<file path="src/rtl/x_val_joiner.sv">
// x_val_joiner: buffers the x value stream and the matrix nonzero stream in two
// independent circular FIFOs and emits one registered (val, x, row_end) triple
// per cycle whenever both FIFOs hold an entry and downstream is not stalled.
module x_val_joiner #(
  parameter int DEPTH      = 16,
  parameter int LOG2_DEPTH = 4,
  parameter int AF_MARGIN  = 4
) (
  input  logic        clk,
  input  logic        rst,
  input  logic        push_x,
  input  logic [63:0] x_val,
  output logic        x_stall,
  input  logic        push_val,
  input  logic [63:0] val,
  input  logic        row_end,
  output logic        val_almost_full,
  output logic        out_push,
  output logic [63:0] out_val,
  output logic [63:0] out_x,
  output logic        out_row_end,
  input  logic        out_stall,
  output logic        overflow,
  output logic [31:0] pair_count
);

  localparam int CW = LOG2_DEPTH + 1;

  // x FIFO storage and bookkeeping
  logic [63:0]           x_mem [DEPTH];
  logic [LOG2_DEPTH-1:0] x_wp, x_rp;
  logic [CW-1:0]         x_cnt, x_cnt_nxt;
  logic                  x_full, x_empty, x_wr, x_rd, x_drop;

  // val FIFO storage: row_end travels with its value in bit 64
  logic [64:0]           v_mem [DEPTH];
  logic [LOG2_DEPTH-1:0] v_wp, v_rp;
  logic [CW-1:0]         v_cnt, v_cnt_nxt;
  logic                  v_full, v_empty, v_wr, v_rd, v_drop;

  logic                  join_go;

  // Flags, join decision, push acceptance and next occupancy for both FIFOs
  always_comb begin
    x_full    = (x_cnt == CW'(DEPTH));
    x_empty   = (x_cnt == '0);
    v_full    = (v_cnt == CW'(DEPTH));
    v_empty   = (v_cnt == '0);
    join_go   = !x_empty && !v_empty && !out_stall;
    x_rd      = join_go;
    v_rd      = join_go;
    // A push on a full FIFO is still accepted when that FIFO pops in the same cycle
    x_wr      = push_x   && (!x_full || x_rd);
    v_wr      = push_val && (!v_full || v_rd);
    x_drop    = push_x   && !x_wr;
    v_drop    = push_val && !v_wr;
    x_cnt_nxt = x_cnt + CW'(x_wr) - CW'(x_rd);
    v_cnt_nxt = v_cnt + CW'(v_wr) - CW'(v_rd);
  end

  // FIFO RAM writes (storage needs no reset; pointers and counts gate visibility)
  always_ff @(posedge clk) begin
    if (x_wr) x_mem[x_wp] <= x_val;
    if (v_wr) v_mem[v_wp] <= {row_end, val};
  end

  // Pointers, occupancy counts, almost-full flags and sticky overflow
  always_ff @(posedge clk or negedge rst) begin
    if (!rst) begin
      x_wp            <= '0;
      x_rp            <= '0;
      x_cnt           <= '0;
      v_wp            <= '0;
      v_rp            <= '0;
      v_cnt           <= '0;
      x_stall         <= 1'b0;
      val_almost_full <= 1'b0;
      overflow        <= 1'b0;
    end else begin
      if (x_wr) x_wp <= x_wp + LOG2_DEPTH'(1);
      if (x_rd) x_rp <= x_rp + LOG2_DEPTH'(1);
      if (v_wr) v_wp <= v_wp + LOG2_DEPTH'(1);
      if (v_rd) v_rp <= v_rp + LOG2_DEPTH'(1);
      x_cnt           <= x_cnt_nxt;
      v_cnt           <= v_cnt_nxt;
      x_stall         <= (x_cnt_nxt >= CW'(DEPTH - AF_MARGIN));
      val_almost_full <= (v_cnt_nxt >= CW'(DEPTH - AF_MARGIN));
      if (x_drop || v_drop) overflow <= 1'b1;
    end
  end

  // Output register: capture both FIFO heads on a join, otherwise hold data
  always_ff @(posedge clk or negedge rst) begin
    if (!rst) begin
      out_push    <= 1'b0;
      out_val     <= '0;
      out_x       <= '0;
      out_row_end <= 1'b0;
      pair_count  <= '0;
    end else begin
      out_push <= join_go;
      if (join_go) begin
        out_x       <= x_mem[x_rp];
        out_val     <= v_mem[v_rp][63:0];
        out_row_end <= v_mem[v_rp][64];
        pair_count  <= pair_count + 32'd1;
      end
    end
  end

endmodule

</file>
<file path="config.mk">
export PLATFORM = sky130hd
export DESIGN_NAME = x_val_joiner
export DESIGN_NICKNAME = d
export VERILOG_FILES = /design/src/rtl/x_val_joiner.sv
export SDC_FILE = /design/constraint.sdc
export NUM_CORES = 2
export LEC_CHECK = 0
export BUFFER_PORTS_ARGS = -buffer_cell sky130_fd_sc_hd__buf_2
export CAP_MARGIN = 5
export CORE_MARGIN = 2
export CORE_UTILIZATION = 55
export DETAILED_ROUTE_END_ITERATION = 10
export MAX_ROUTING_LAYER = met4
export PLACE_DENSITY = 0.68
export SYNTH_ARGS = -nofsm -noshare
export SYNTH_HDL_FRONTEND = slang
export SYNTH_SLANG_ARGS = --single-unit
export TNS_END_PERCENT = 5
</file>
<file path="constraint.sdc">
create_clock -name clk -period 9.1 [get_ports clk]
set_clock_uncertainty 0.15 [all_clocks]
set_input_delay 0.455 -clock clk [delete_from_list [all_inputs] [get_ports clk]]
set_output_delay 0.455 -clock clk [all_outputs]
set_load 0.005 [all_outputs]
</file>
[Word-level counts from Yosys, hierarchy flattened]
Memory sizes are Yosys's and may differ from the RTL's. A register that Yosys moved wholly into a read port is not among the register bits.
Index checks and enable logic that the tools add are counted.
Operators by class
  add/sub/neg operators: 9
  magnitude comparators: 2
  eq/ne operators: 2
  mux-type cells: 4
  reduce and logical (&&, ||, !) cells: 20
Operators by type and width (count)
  adder 32 x 1 -> 32 bit (second input constant): 1
  adder 4 x 1 -> 4 bit (second input constant): 4
  adder 5 x 1 -> 5 bit: 2
  equality test 5 bit (second input constant): 2
  greater-or-equal comparator 5 x 4 -> 1 bit (second input constant): 2
  logical NOT 5 bit: 2
  subtractor 5 x 1 -> 5 bit: 2
  logical NOT 1 bit: 9
  logical AND 1 bit: 6
  2-to-1 mux 1 bit: 4
  logical OR 1 bit: 3
Storage, ports and cells
  bits in registers: 62
  RAM bits: 2064
  input port bits: 134
  output and inout port bits: 165
  logic and storage cells: 50
  memories: 2
Memory list
  v_mem: words 16, width 65, read ports 1, clocked after memory_dff 1, wr ports 1, line 36  | logic [64:0] v_mem [DEPTH];
  x_mem: words 16, width 64, read ports 1, clocked after memory_dff 1, wr ports 1, line 30  | logic [63:0] x_mem [DEPTH];

[Depth between registers and ports, before layout]
  depth after elaboration: 9
  depth in mapped cells: 17

[Least setup slack after synthesis]
No wires, ideal clock.
  path kind: register to register
  start: register x_cnt[2]
  end: memory v_mem[3][0] (enable)
  arrival: 5.999 ns
  setup slack: 2.383 ns
  cell stages (with the launch flop): 8
  cells stage by stage: dfrtp_1 -> inv_1 -> ha_1 -> nor4b_1 -> or2_2 -> a31oi_2 -> nand2_1 -> nor3_1
Between the ends
  longest elaborated chain between the ends: 8
Ends and longest elaborated chain
  from (decl): line 32  | logic [CW-1:0] x_cnt, x_cnt_nxt;
  from (signal assigned): line 84  | x_cnt <= x_cnt_nxt;
  logical NOT 5 bit: line 46  | x_empty = (x_cnt == '0);
  logical NOT 1 bit: line 49  | join_go = !x_empty && !v_empty && !out_stall;
  logical AND 1 bit (2 in series): line 49
  logical OR 1 bit: line 54  | v_wr = push_val && (!v_full || v_rd);
  logical AND 1 bit: line 54
  2-to-1 mux 1 bit: line 64  | if (v_wr) v_mem[v_wp] <= {row_end, val};
  2-to-1 mux 1 bit (implied by the code): line 64
  to (decl): line 36
Every way passes these cells.

[Worst setup path in the final report]
  start: register x_cnt[2]
  end: memory v_mem[2][43] (enable)
The elaborated chain is that of the path after synthesis.

==> run summary <==
======================================================================================
Run status .............................................................. finished, final reports clean
Die height ..............................................................     398.0 µm
Number of maximum-capacitance violations ................................            0
Arrival time at the worst endpoint ......................................      4.57 ns
Synthesis warning total .................................................            0
Number of library cell types mapped by synthesis ........................           45
Number of synthesized register bits .....................................         2255
Area growth from synthesis to final layout ..............................       14.54%
Num CTS Buffers .........................................................          216
Most common flop cell mapped by yosys ...................................     edfxtp_1
Aggregate global routing overflow .......................................            0
Maximum operating frequency .............................................    233.8 MHz
Via count of the first global-routing pass ..............................       41.21k
Largest family of logic cells by synthesized area ....................... multiplexers
Average cell area after synthesis .......................................    22.87 µm²
Type of element launching the critical path .............................     register
Logic pwr share .........................................................        25.3%
Worst path cell trace ................................................... inv_1 -> ha_1 -> nor4b_1 -> or2_2 -> a31oi_2 -> nand2_1 -> nor3_2 -> buf_4
Share of final-layout standard cells stronger than drive strength 1 .....       31.00%
Unrepaired setup endpoints after global routing .........................           no
Fraction of registers with async set or reset after synthesis ...........       8.470%
Total instance count after detailed placement ...........................         5952
Critical-path top delay cell ............................................        buf_4
Final setup viols .......................................................            0
Total number of vias ....................................................       39.71k
Switching share of power ................................................       28.36%
Latest clock arrival within the worst-skew pair .........................      0.84 ns
Transition time of the tightest slew-check pin ..........................     1.120 ns
Worst Setup End Kind ....................................................     register
Initial core utilization ................................................       55.42%
Post-layout instance count excluding filler cells .......................         6512
Normalized max-slew margin ..............................................       25.33%
Final hold violation count ..............................................            0
Total Neg Setup Slack ...................................................         0 ns
Fin crit period .........................................................     4.276 ns
Clock power share .......................................................        29.6%
Delay contributed by the slowest stage of the critical path .............      0.84 ns
Row cnt .................................................................          144
Path category of the worst min-delay check ..............................  in -> async
Post-detail-place hpwl ..................................................     96590 µm
Antenna violations before repair ........................................           21
Count of pins over their slew limit .....................................            0
Hold Worst Slack ........................................................   0.09844 ns
Xor/xnor cell area share of the yosys netlist ...........................      0.5232%
Compound-cell area share of the yosys netlist ...........................       2.042%
Maximum number of pins on one net before global-route repair ............          130
Routed wire per std cell ................................................     28.07 µm
Multiplexer share of the synthesized area ...............................       16.77%
H-tree depth ............................................................            4
Total internal power ....................................................    0.02142 W
Syn Inst Count ..........................................................         3733
Average vias per placed instance ........................................        6.098
Power density normalized to cell area ................................... 305.7 mW/mm²
Antenna violation net count after detailed routing ......................            0
Number of enable flip-flop cells after synthesis ........................         2064
Area of the placeable core ..............................................   0.1540 mm²
Overall fraction of global-route tracks in use ..........................       24.09%
Worst Setup Slack, final ................................................     4.824 ns
Maximum number of buffers from clock root to sink .......................            3
Share of the clock period used by the worst path ........................       46.99%
Post-synth design cell area .............................................  0.08537 mm²
Routability Congestion ..................................................       0.7552
Die Outline Area ........................................................   0.1584 mm²
Final Net Count .........................................................         4419
Maximum vdd drop ........................................................  0.0002559 V
Setup slack on the worst flop-to-flop path ..............................      4.82 ns
Die Wd ..................................................................     398.0 µm
TritonCTS clock tree ....................................................         done
Worst Path Max Fanout ...................................................           54
Net switching power figure ..............................................   0.008477 W
Simple-Gate Fraction of Synth Area ......................................      0.7885%
Clock Root Buffer .......................................................    clkbuf_16
Post CTS Setup Buffer Count .............................................            0
Cells on worst reg2reg path .............................................            8
TritonRoute pass-1 iters ................................................            5
Clock slew at the register clock pins of the worst setup and hold paths .      0.06 ns
CP Class ................................................................   reg -> reg
WL final ................................................................    182800 µm
Proportion of synthesized chip area in sequential cells .................       78.20%
Worst Setup Slack post-DPL ..............................................     4.797 ns
Boundary pin count ......................................................          299
Relative contribution of sequential cells to total power ................        45.1%
Number of DRC markers in iteration 0 ....................................         3449
Leak ....................................................................     32.34 nW
Global-route wire length before repair ..................................    270400 µm
Number of buffer cells added on primary ports ...........................          298
Critical Path RT ........................................................      9.39 ns
Drc violations ..........................................................            0
Synthesized netlist net count ...........................................         3892
Area share of fa/ha/maj cells after synthesis ...........................      0.3840%
Total number of clock tree sinks ........................................         2255
======================================================================================
-- layout by cell type, fill, tap and decap left out, types with 40 or more instances in the layout --
master / netlist / routed
mux2_2: 129 / 129
nand2_1: 42 / 41
clkbuf_1: 62 / 63
o21ai_0: 40 / 40
buf_2: 63 / 297
a22oi_1: 124 / 124
mux2i_1: 124 / 124
buf_4: 28 / 67
mux4_2: 516 / 516
clkbuf_16: 0 / 220
dlygate4sd3_1: 0 / 134
o21ai_1: 88 / 88
dfrtp_1: 191 / 185
edfxtp_1: 2064 / 2064
-- flip-flops by register name, summed over array words and instances (netlist names) --
register and cells:
out_push 1, out_row_end 1, out_val 64, out_x 64
overflow 1, pair_count 32, v_cnt 5, v_mem 1040
v_rp 4, v_wp 4, val_almost_full 1, x_cnt 5
x_mem 1024, x_rp 4, x_stall 1, x_wp 4
-- metal layers --
layer / wire [µm] / global-route usage (%) / vias to the layer above
li1: - / - / 16780
met1: 73820 / 32.22 / 21280
met2: 92030 / 38.63 / 1382
met3: 12490 / 4.320 / 271
met4: 4459 / 6.690 / 0
met5: 0 / - / -
-- cell type report --
type	count	area, µm²
sequential	2255	66780
fill	10180	56270
multi-input combinational	1260	17760
clock buffer	307	6072
timing repair buffer	504	3446
tap	2044	2557
clock inverter	100	1035
inverter	23	86.33
antenna	19	47.55
-- path summary, 6_finish.rpt --
check                                                  end                  startpoint
worst max register to register      v_mem[2][43]$_DFFE_PP_          x_cnt[2]$_DFF_PN0_
min in group clk                pair_count[31]$_DFFE_PN0N_  pair_count[31]$_DFFE_PN0N_
worst min register to register  pair_count[31]$_DFFE_PN0N_  pair_count[31]$_DFFE_PN0N_
max in group asynchronous          out_val[36]$_DFFE_PN0N_                         rst
worst min-delay path                  out_x[8]$_DFFE_PN0N_                         rst
worst max-delay path                v_mem[2][43]$_DFFE_PP_          x_cnt[2]$_DFF_PN0_
-- repair_timing --
item	4_1_cts	5_1_grt
hold endpoints to repair	2138	0
gates resized for setup	0	0
hold buffers	134	0
-- kinds of logic (layout without fill, tap and decap cells) --
kind of cell | after synthesis | count (layout)
flops | 2255 | 2255
compound gates | 279 | 279
other cells | 0 | 19
buf+inv | 218 | 934
xor+xnor | 51 | 51
mux | 769 | 769
simple gates | 136 | 136
fa+ha+maj | 25 | 25
-- cell usage after synthesis, drive strengths merged (3+ instances only) --
cell / instances / area (µm²)
edfxtp: 2064 / 61980
mux4: 516 / 11620
dfrtp: 191 / 4780
mux2: 129 / 1453
buf: 128 / 762.0
o21ai: 128 / 640.6
a22oi: 124 / 930.9
mux2i: 124 / 1241
clkbuf: 67 / 257.7
nand2: 43 / 163.9
nor2: 36 / 137.6
xnor2: 36 / 315.3
ha: 23 / 287.8
inv: 23 / 86.33
xor2: 15 / 131.4
nand4: 13 / 81.33
nor3: 11 / 55.05
nand3: 10 / 50.05
o22ai: 10 / 62.56
a21oi: 9 / 45.04
nand2b: 5 / 31.28
a21o: 4 / 30.03
and3: 4 / 25.02
and4: 3 / 26.28
-- worst max-delay path: cells and delay by family, from the launching register on --
kind            cells  cell delay [ns]
flops               1             0.35
buf+inv             2             0.91
fa+ha+maj           1             0.20
compound gates      1             0.53
simple gates        4             1.67
-- power by group through the flow --
| stage | registers [W] | clock network, W | logic (W) |
|---|---|---|---|
| global placement | 0.0137 | 0 | 0.00755 |
| CTS | 0.0135 | 0.00901 | 0.00771 |
| detailed placement | 0.0137 | 0 | 0.00762 |
| floorplan | 0.0133 | 0 | 0.00565 |
| finish | 0.0135 | 0.00885 | 0.00755 |
| global route | 0.0136 | 0.00941 | 0.00816 |
-- through the flow --
stage | power, W | utilization, % | area [µm²]
3_5_place_dp | 0.02133 | 57.96 | 89290
4_1_cts | 0.03022 | 63.44 | 97730
6_report | 0.02989 | 63.47 | 97780
3_3_place_gp | 0.02122 | 57.96 | 89290
5_1_grt | 0.03117 | 63.47 | 97770
2_1_floorplan | 0.01893 | - | 85370
(Power assumes the default switching activity.)
